--- config.mk ---
export PLATFORM = sky130hd
export DESIGN_NAME = sid_voice_bank
export DESIGN_NICKNAME = d
export VERILOG_FILES = /design/src/rtl/sid_voice_bank.sv
export SDC_FILE = /design/constraint.sdc
export NUM_CORES = 1
export LEC_CHECK = 0
export ABC_AREA = 0
export CAP_MARGIN = 20
export CORE_MARGIN = 2
export CORE_UTILIZATION = 35
export CTS_BUF_LIST = sky130_fd_sc_hd__clkbuf_16
export DETAILED_ROUTE_END_ITERATION = 16
export PLACE_DENSITY_LB_ADDON = 0.08
export SKIP_CTS_REPAIR_TIMING = 1
export SYNTH_ARGS = -nofsm -noshare
export SYNTH_HDL_FRONTEND = slang
export SYNTH_SLANG_ARGS = --single-unit
--- constraint.sdc ---
create_clock -name clock -period 8.45 [get_ports clock]
set_input_delay 0.845 -clock clock [delete_from_list [all_inputs] [get_ports clock]]
set_output_delay 0.845 -clock clock [all_outputs]
set_load 0.01 [all_outputs]
--- src/rtl/sid_voice_bank.sv ---
// sid_voice_bank
//   Time-multiplexed bank of NUM_VOICES SID-style oscillator/waveform voices.
//   One shared datapath processes one voice per clock after each ce_1m tick.
//   Voice v takes its sync/ring source from voice (v-1) mod NUM_VOICES.
//   Sync and ring use MSB snapshots taken at the end of the previous sweep.
//   That way, results do not depend on the order in which voices are processed.
//
// Optional feature macro: SID_VOICE_BANK_DCA_EN
//   defined   : out_wave = (wave * level) >> 8, using the per-voice level register
//   undefined : the level register is writable but out_wave is the raw waveform
//
// Ports
//   clock      system clock
//   reset      asynchronous active-low reset
//   ce_1m      sample tick strobe, one clock wide
//   wr_en      register write strobe
//   wr_voice   target voice of the write (values >= NUM_VOICES are ignored)
//   wr_addr    0 freq_lo, 1 freq_hi, 2 pw_lo, 3 pw_hi[3:0], 4 control, 5 level
//   wr_data    write data
//   out_valid  one-clock strobe per voice result
//   out_voice  voice index of out_wave
//   out_wave   combined 12-bit unsigned waveform
//   out_msb    accumulator MSB of out_voice after its update
//   sweep_done pulses together with the last voice's out_valid
//   overrun    sticky; set when a tick is lost; cleared only by reset
module sid_voice_bank #(
   parameter int NUM_VOICES = 3,
   parameter int ACC_WIDTH  = 24,
   parameter int VIDX_W     = 4
) (
   input  logic              clock,
   input  logic              reset,
   input  logic              ce_1m,
   input  logic              wr_en,
   input  logic [VIDX_W-1:0] wr_voice,
   input  logic [2:0]        wr_addr,
   input  logic [7:0]        wr_data,
   output logic              out_valid,
   output logic [VIDX_W-1:0] out_voice,
   output logic [11:0]       out_wave,
   output logic              out_msb,
   output logic              sweep_done,
   output logic              overrun
);

   localparam int MSB = ACC_WIDTH - 1;
   localparam int NB  = ACC_WIDTH - 5;

   typedef enum logic {S_IDLE, S_RUN} state_t;

   state_t            state;
   logic [VIDX_W-1:0] vcnt;
   logic              pend;
   logic              overrun_r;

   // Bit 0 of control (gate) is not used by the oscillator, so it is not stored.
   logic [7:0]           freq_lo [NUM_VOICES];
   logic [7:0]           freq_hi [NUM_VOICES];
   logic [7:0]           pw_lo   [NUM_VOICES];
   logic [3:0]           pw_hi   [NUM_VOICES];
   logic [7:1]           ctrl    [NUM_VOICES];
   logic [7:0]           level   [NUM_VOICES];
   logic [ACC_WIDTH-1:0] acc     [NUM_VOICES];
   logic [22:0]          lfsr    [NUM_VOICES];
   logic [NUM_VOICES-1:0] snap_prev, snap_cur, msb_vec;

   logic              running, last;
   logic [VIDX_W-1:0] src;

   logic [7:0]           flo_s, fhi_s, pwlo_s, lvl_s;
   logic [3:0]           pwhi_s;
   logic [7:1]           ctl_s;
   logic [ACC_WIDTH-1:0] acc_s, acc_new;
   logic [22:0]          lfsr_s, lfsr_new;
   logic                 sp_src, sc_src;
   logic                 test, sync_hit, nrise, m;
   logic [11:0]          t_top, w_tri, w_saw, w_pulse, w_noise, wave, wave_fin;
   logic                 any_sel;

   logic              vld_p1, msb_p1, done_p1;
   logic [VIDX_W-1:0] voice_p1;
   logic [11:0]       wave_p1;

`ifdef SID_VOICE_BANK_DCA_EN
   function automatic logic [11:0] dca_scale(input logic [11:0] w, input logic [7:0] lvl);
      logic [19:0] prod;
      prod = 20'(w) * 20'(lvl);
      return prod[19:8];
   endfunction
`endif

   assign running = (state == S_RUN);
   assign last    = (vcnt == VIDX_W'(NUM_VOICES - 1));
   assign src     = (vcnt == '0) ? VIDX_W'(NUM_VOICES - 1) : vcnt - VIDX_W'(1);

   // ---- stage p0: select the active voice and compute its update ----
   always_comb begin
      flo_s  = '0;
      fhi_s  = '0;
      pwlo_s = '0;
      pwhi_s = '0;
      ctl_s  = '0;
      lvl_s  = '0;
      acc_s  = '0;
      lfsr_s = '0;
      sp_src = 1'b0;
      sc_src = 1'b0;
      for (int i = 0; i < NUM_VOICES; i++) begin
         if (vcnt == VIDX_W'(i)) begin
            flo_s  = freq_lo[i];
            fhi_s  = freq_hi[i];
            pwlo_s = pw_lo[i];
            pwhi_s = pw_hi[i];
            ctl_s  = ctrl[i];
            lvl_s  = level[i];
            acc_s  = acc[i];
            lfsr_s = lfsr[i];
         end
         if (src == VIDX_W'(i)) begin
            sp_src = snap_prev[i];
            sc_src = snap_cur[i];
         end
      end
   end

   always_comb begin
      test     = ctl_s[3];
      sync_hit = ctl_s[1] & ~sp_src & sc_src;
      if (test || sync_hit)
         acc_new = '0;
      else
         acc_new = acc_s + ACC_WIDTH'({fhi_s, flo_s});
      // Noise clocks on a rising edge of the tap bit between old and new phase.
      nrise    = ~acc_s[NB] & acc_new[NB];
      lfsr_new = nrise ? {lfsr_s[21:0], (lfsr_s[22] | test) ^ lfsr_s[17]} : lfsr_s;

      t_top   = acc_new[MSB -: 12];
      m       = t_top[11] ^ (ctl_s[2] & sc_src);
      w_tri   = {t_top[10:0] ^ {11{m}}, 1'b0};
      w_saw   = t_top;
      w_pulse = (test || (t_top >= {pwhi_s, pwlo_s})) ? 12'hFFF : 12'h000;
      w_noise = {lfsr_new[20], lfsr_new[18], lfsr_new[14], lfsr_new[11],
                 lfsr_new[9],  lfsr_new[5],  lfsr_new[2],  lfsr_new[0], 4'b0000};

      wave    = 12'hFFF;
      any_sel = 1'b0;
      if (ctl_s[4]) begin wave = wave & w_tri;   any_sel = 1'b1; end
      if (ctl_s[5]) begin wave = wave & w_saw;   any_sel = 1'b1; end
      if (ctl_s[6]) begin wave = wave & w_pulse; any_sel = 1'b1; end
      if (ctl_s[7]) begin wave = wave & w_noise; any_sel = 1'b1; end
      if (!any_sel) wave = 12'h000;
   end

`ifdef SID_VOICE_BANK_DCA_EN
   assign wave_fin = dca_scale(wave, lvl_s);
`else
   logic [7:0] level_unused;
   assign level_unused = lvl_s;
   assign wave_fin     = wave;
`endif

   // MSBs for the end-of-sweep snapshot: the voice being processed contributes its new value.
   always_comb begin
      msb_vec = '0;
      for (int i = 0; i < NUM_VOICES; i++)
         msb_vec[i] = (vcnt == VIDX_W'(i)) ? acc_new[MSB] : acc[i][MSB];
   end

   // Register file, per-voice state and snapshots
   always_ff @(posedge clock or negedge reset) begin
      if (!reset) begin
         for (int i = 0; i < NUM_VOICES; i++) begin
            freq_lo[i] <= '0;
            freq_hi[i] <= '0;
            pw_lo[i]   <= '0;
            pw_hi[i]   <= '0;
            ctrl[i]    <= '0;
            level[i]   <= '0;
            acc[i]     <= '0;
            lfsr[i]    <= 23'h7FFFFF;
         end
         snap_prev <= '0;
         snap_cur  <= '0;
      end else begin
         for (int i = 0; i < NUM_VOICES; i++) begin
            if (wr_en && wr_voice == VIDX_W'(i)) begin
               case (wr_addr)
                  3'd0: freq_lo[i] <= wr_data;
                  3'd1: freq_hi[i] <= wr_data;
                  3'd2: pw_lo[i]   <= wr_data;
                  3'd3: pw_hi[i]   <= wr_data[3:0];
                  3'd4: ctrl[i]    <= wr_data[7:1];
                  3'd5: level[i]   <= wr_data;
                  default: ;
               endcase
            end
            if (running && vcnt == VIDX_W'(i)) begin
               acc[i]  <= acc_new;
               lfsr[i] <= lfsr_new;
            end
         end
         if (running && last) begin
            snap_prev <= snap_cur;
            snap_cur  <= msb_vec;
         end
      end
   end

   // Sweep sequencer with one-deep tick pending slot
   always_ff @(posedge clock or negedge reset) begin
      if (!reset) begin
         state     <= S_IDLE;
         vcnt      <= '0;
         pend      <= 1'b0;
         overrun_r <= 1'b0;
      end else begin
         case (state)
            S_IDLE: begin
               if (ce_1m) begin
                  state <= S_RUN;
                  vcnt  <= '0;
               end
            end
            S_RUN: begin
               if (last) begin
                  vcnt <= '0;
                  if (pend) begin
                     pend <= 1'b0;
                     if (ce_1m) overrun_r <= 1'b1;
                  end else if (!ce_1m) begin
                     state <= S_IDLE;
                  end
               end else begin
                  vcnt <= vcnt + VIDX_W'(1);
                  if (ce_1m) begin
                     if (pend) overrun_r <= 1'b1;
                     else      pend      <= 1'b1;
                  end
               end
            end
            default: state <= S_IDLE;
         endcase
      end
   end

   // ---- stage p1: registered outputs ----
   always_ff @(posedge clock or negedge reset) begin
      if (!reset) begin
         vld_p1   <= 1'b0;
         done_p1  <= 1'b0;
         voice_p1 <= '0;
         wave_p1  <= '0;
         msb_p1   <= 1'b0;
      end else begin
         vld_p1  <= running;
         done_p1 <= running & last;
         if (running) begin
            voice_p1 <= vcnt;
            wave_p1  <= wave_fin;
            msb_p1   <= acc_new[MSB];
         end
      end
   end

   assign out_valid  = vld_p1;
   assign out_voice  = voice_p1;
   assign out_wave   = wave_p1;
   assign out_msb    = msb_p1;
   assign sweep_done = done_p1;
   assign overrun    = overrun_r;

endmodule

==> flow_summary_export.csv <==
group,metric,value,unit
worst_setup_path,crit_type,"flip-flop to flip-flop",
clocking,clkLatencyLatePin,0.53,ns
clocking,clockBufferDepth,3,
finish,multiInputGateArea,6665,um^2
yosys,synth_edf_count,0,
yosys,synthCells,1394,
timing,hold_viol_final,0,
grt,grt_pass1_vias,10361,
clocking,root_buffer,"clkbuf_16",
yosys,synth_ff_type,"dfrtp_1",
pwr,ir_drop,132.2,uV
yosys,synth_area,14160,um^2
yosys,syn_area_per_cell,10.16,um^2
grt,grt_overflow,0,
timing,skew,0.01432,ns
worst_hold_path,hold_path_class,"input pin to async pin",
worst_setup_path,crit_top_cell,"a21oi_1",
finish,diodes,0,
yosys,yosysTopAreaCell,"dfrtp_1",
grt,antenna_found_initial,0,
finish,syn2layout_area_growth,13.43,%
worst_setup_path,reg2reg_slack,1.46,ns
detailed_routing,routedWlPerCell,20.10,um
timing,setup_viol,0,
timing,maxSlewViolCount,0,
grt,grt_max_degree,94,
timing,tightest_slew,1.073,ns
die,initial_core_util,0.3555,
worst_setup_path,cp_slowest_cell,"a21oi_1",
place,dpl_worst_slack,1.467,ns
worst_setup_path,rr_endpoint,"out_wave[6]",
grt,grtUsageTotal,0.1924,
finish,regArea,7043,um^2
yosys,ys_warn_count,0,
timing,finalCritPeriodShare,0.8276,
finish,layout-drive-gt1-share,0.1980,
detailed_routing,drc,0,
worst_setup_path,cpPeakStageDelay,0.68,ns
job,cap_violations,0,
pwr,power.leakage,7.121,nW
yosys,yosysMostFrequentCell,"dfrtp_1",
clocking,htreeDepth,2,
worst_setup_path,crit_path_end,"out_wave[6]",
worst_setup_path,timing.critical_path.buf_inv,4,
yosys,synth_cell_type_count,79,
worst_setup_path,cp.required,8.89,ns
status,status,"finished, final reports clean",
place,hpwl,24.60,mm
timing,setup_ws,1.457,ns
worst_setup_path,crit_cells,25,
place,gp_congestion,0.7920,
die,die_area,42070,um^2
clocking,cts_tree,"built",
worst_setup_path,cp-end-kind,"flip-flop",
worst_setup_path,cp-start-kind,"flip-flop",
die,io_pins,39,
finish,fin_nets,1448,
detailed_routing,wl,39.08,mm
yosys,yosysTopAreaCellShare,0.3695,
die,fp.coreArea,39820,um^2
detailed_routing,drt_iter0_markers,724,
detailed_routing,vias,10349,
die,fp.dieH,205.1,um
detailed_routing,dr.pass1.iters,5,
worst_setup_path,r2r.worst_path.cells,25,
worst_setup_path,arrival,7.43,ns
worst_setup_path,cp_top_family,"compound AO/OA/AOI/OAI gates",
worst_setup_path,r2r-start,"vcnt[0]",
yosys,synth_common_cells,"dfrtp_1 (209), nand2_1 (190), o21ai_0 (167)",
detailed_routing,ant_nets,0,
grt,grt_pass1_wl,62.51,mm
clocking,cts_buffers,34,
timing,fin_tns_setup,0,ns
detailed_routing,vias_per_cell,5.324,
clocking,clock-sinks,278,
place,io_buffers,38,
yosys,synth-seq-cells,278,
yosys,synthTopCellsByArea,"dfrtp_1 (37%), dfstp_2 (13%), mux2_2 (9.4%)",
yosys,ys_seq_area_frac,0.4975,
timing,grt_setup_unrepaired,"false",
worst_setup_path,cp_max_fo,39,
die,fp.dieW,205.1,um
yosys,synthArstFlopShare,1.000,
clocking,clk_pin_slew,0.06,ns
timing,fin_crit,6.993,ns
timing,fmax,143.0,MHz
die,rows,73,
worst_setup_path,crit_start,"vcnt[0]",
pwr,cellPowerDensity,340.2,nW/um^2
finish,num-fill-cells,4009,
yosys,syn_nets,1447,
timing,slew_headroom,0.2849,
==> sequential cells by signal, indices dropped and copies added, names as in the netlist, 3 cells and up <==
register   flops
acc           72
snap_cur       3
vcnt           4
freq_hi       24
out_wave      12
freq_lo       24
pw_hi         12
lfsr          69
out_voice      4
snap_prev      3
pw_lo         24
ctrl          21
==> worst register-to-register path: stages (launching register included) <==
cell and delay, ns:
dfrtp_1 0.46, inv_1 0.17, ha_1 0.55, nor3b_2 0.31, buf_4 0.44, buf_4 0.43
a221oi_1 0.08, nor2_1 0.16, ha_1 0.30, a21oi_1 0.23, o22ai_1 0.10, or2_2 0.31
o21ai_1 0.54, a21oi_1 0.27, xnor2_1 0.25, nand2b_1 0.19, inv_1 0.06, ha_1 0.29
a21oi_1 0.07, nor2b_1 0.10, o21ai_0 0.07, and4b_1 0.22, a21oi_1 0.68, a21boi_1 0.25
a21bo_1 0.21, a22oi_1 0.16
==> cell families after synthesis <==
| logic type | after synthesis | share of synthesized area |
|---|---|---|
| AOI/OAI and AO/OA | 377 | 0.1767 |
| xor gates and xnor gates | 23 | 0.01750 |
| adders and majority gates | 34 | 0.03058 |
| buffers and inverters | 121 | 0.03341 |
| DFF | 278 | 0.4975 |
| muxes | 149 | 0.1161 |
| and+or+nand+nor | 412 | 0.1282 |
==> how the worst min path moves through the flow <==
| stage | cells past startpoint | slack [ns] | end |
|---|---|---|---|
| floorplan | 0 | 0.43 | out_valid |
| global placement | 1 | 0.45 | overrun |
| detailed placement | 1 | 0.46 | overrun |
| CTS | 1 | 0.30 | acc[54] |
| global route | 1 | 0.33 | acc[22] |
| finish | 1 | 0.33 | acc[54] |
==> per-layer routing <==
layer,vias to the layer above,global-route usage,wire length [um]
li1,5003,-,-
met1,5157,0.2816,19720
met2,162,0.3014,17510
met3,27,0.02895,1370
met4,0,0.04008,482
met5,-,0,0
==> cells in the final DEF (no fill, tap or decap), types with 6 or more instances in the layout <==
master	count
a31oi_1	6
nor2_1	137
xnor2_1	14
buf_4	18
a221oi_1	57
dfstp_2	69
a21o_1	15
ha_1	33
clkdlybuf4s50_1	37
clkbuf_16	35
mux2i_1	30
clkinv_1	8
inv_1	35
a221o_1	15
o31ai_1	12
nand2b_1	7
xor2_1	6
mux2_2	118
nand3_1	9
nor3_1	6
o21a_1	6
nor2b_1	13
o211ai_1	6
o21ai_0	167
dfrtp_1	209
clkinv_2	7
a21oi_1	36
a22oi_1	9
nand2_1	187
==> layout make-up <==
class	count	share of cell area
well taps	525	0.04091
clock inverters	25	0.008337
multi-input cells	995	0.4151
clock buffers	35	0.05454
inverters	27	0.006311
repair buffers	59	0.03623
flip-flops and latches	278	0.4386
==> where the power goes <==
group	total, W	internal [W]	switching (W)	leakage [nW]
combinational	0.00211	0.000785	0.00133	3.08
sequential	0.00200	0.00177	0.000224	3.51
clock	0.00135	0.000778	0.000576	0.532
==> through the flow <==
stage | instances | hold slack, ns | power (W) | util | area, um^2
detailed placement | 1882 | 0.4636 | 0.004142 | 0.3768 | 15010
CTS | 1942 | 0.3039 | 0.005531 | 0.4022 | 16020
global route | 1944 | 0.3302 | 0.005890 | 0.4032 | 16060
global placement | 1882 | 0.4515 | 0.004122 | 0.3768 | 15010
finish | 1944 | 0.3258 | 0.005462 | 0.4032 | 16060
floorplan | 1394 | 0.4289 | 0.003437 | - | 14160
Note: power is estimated with default switching activity, not from simulation.
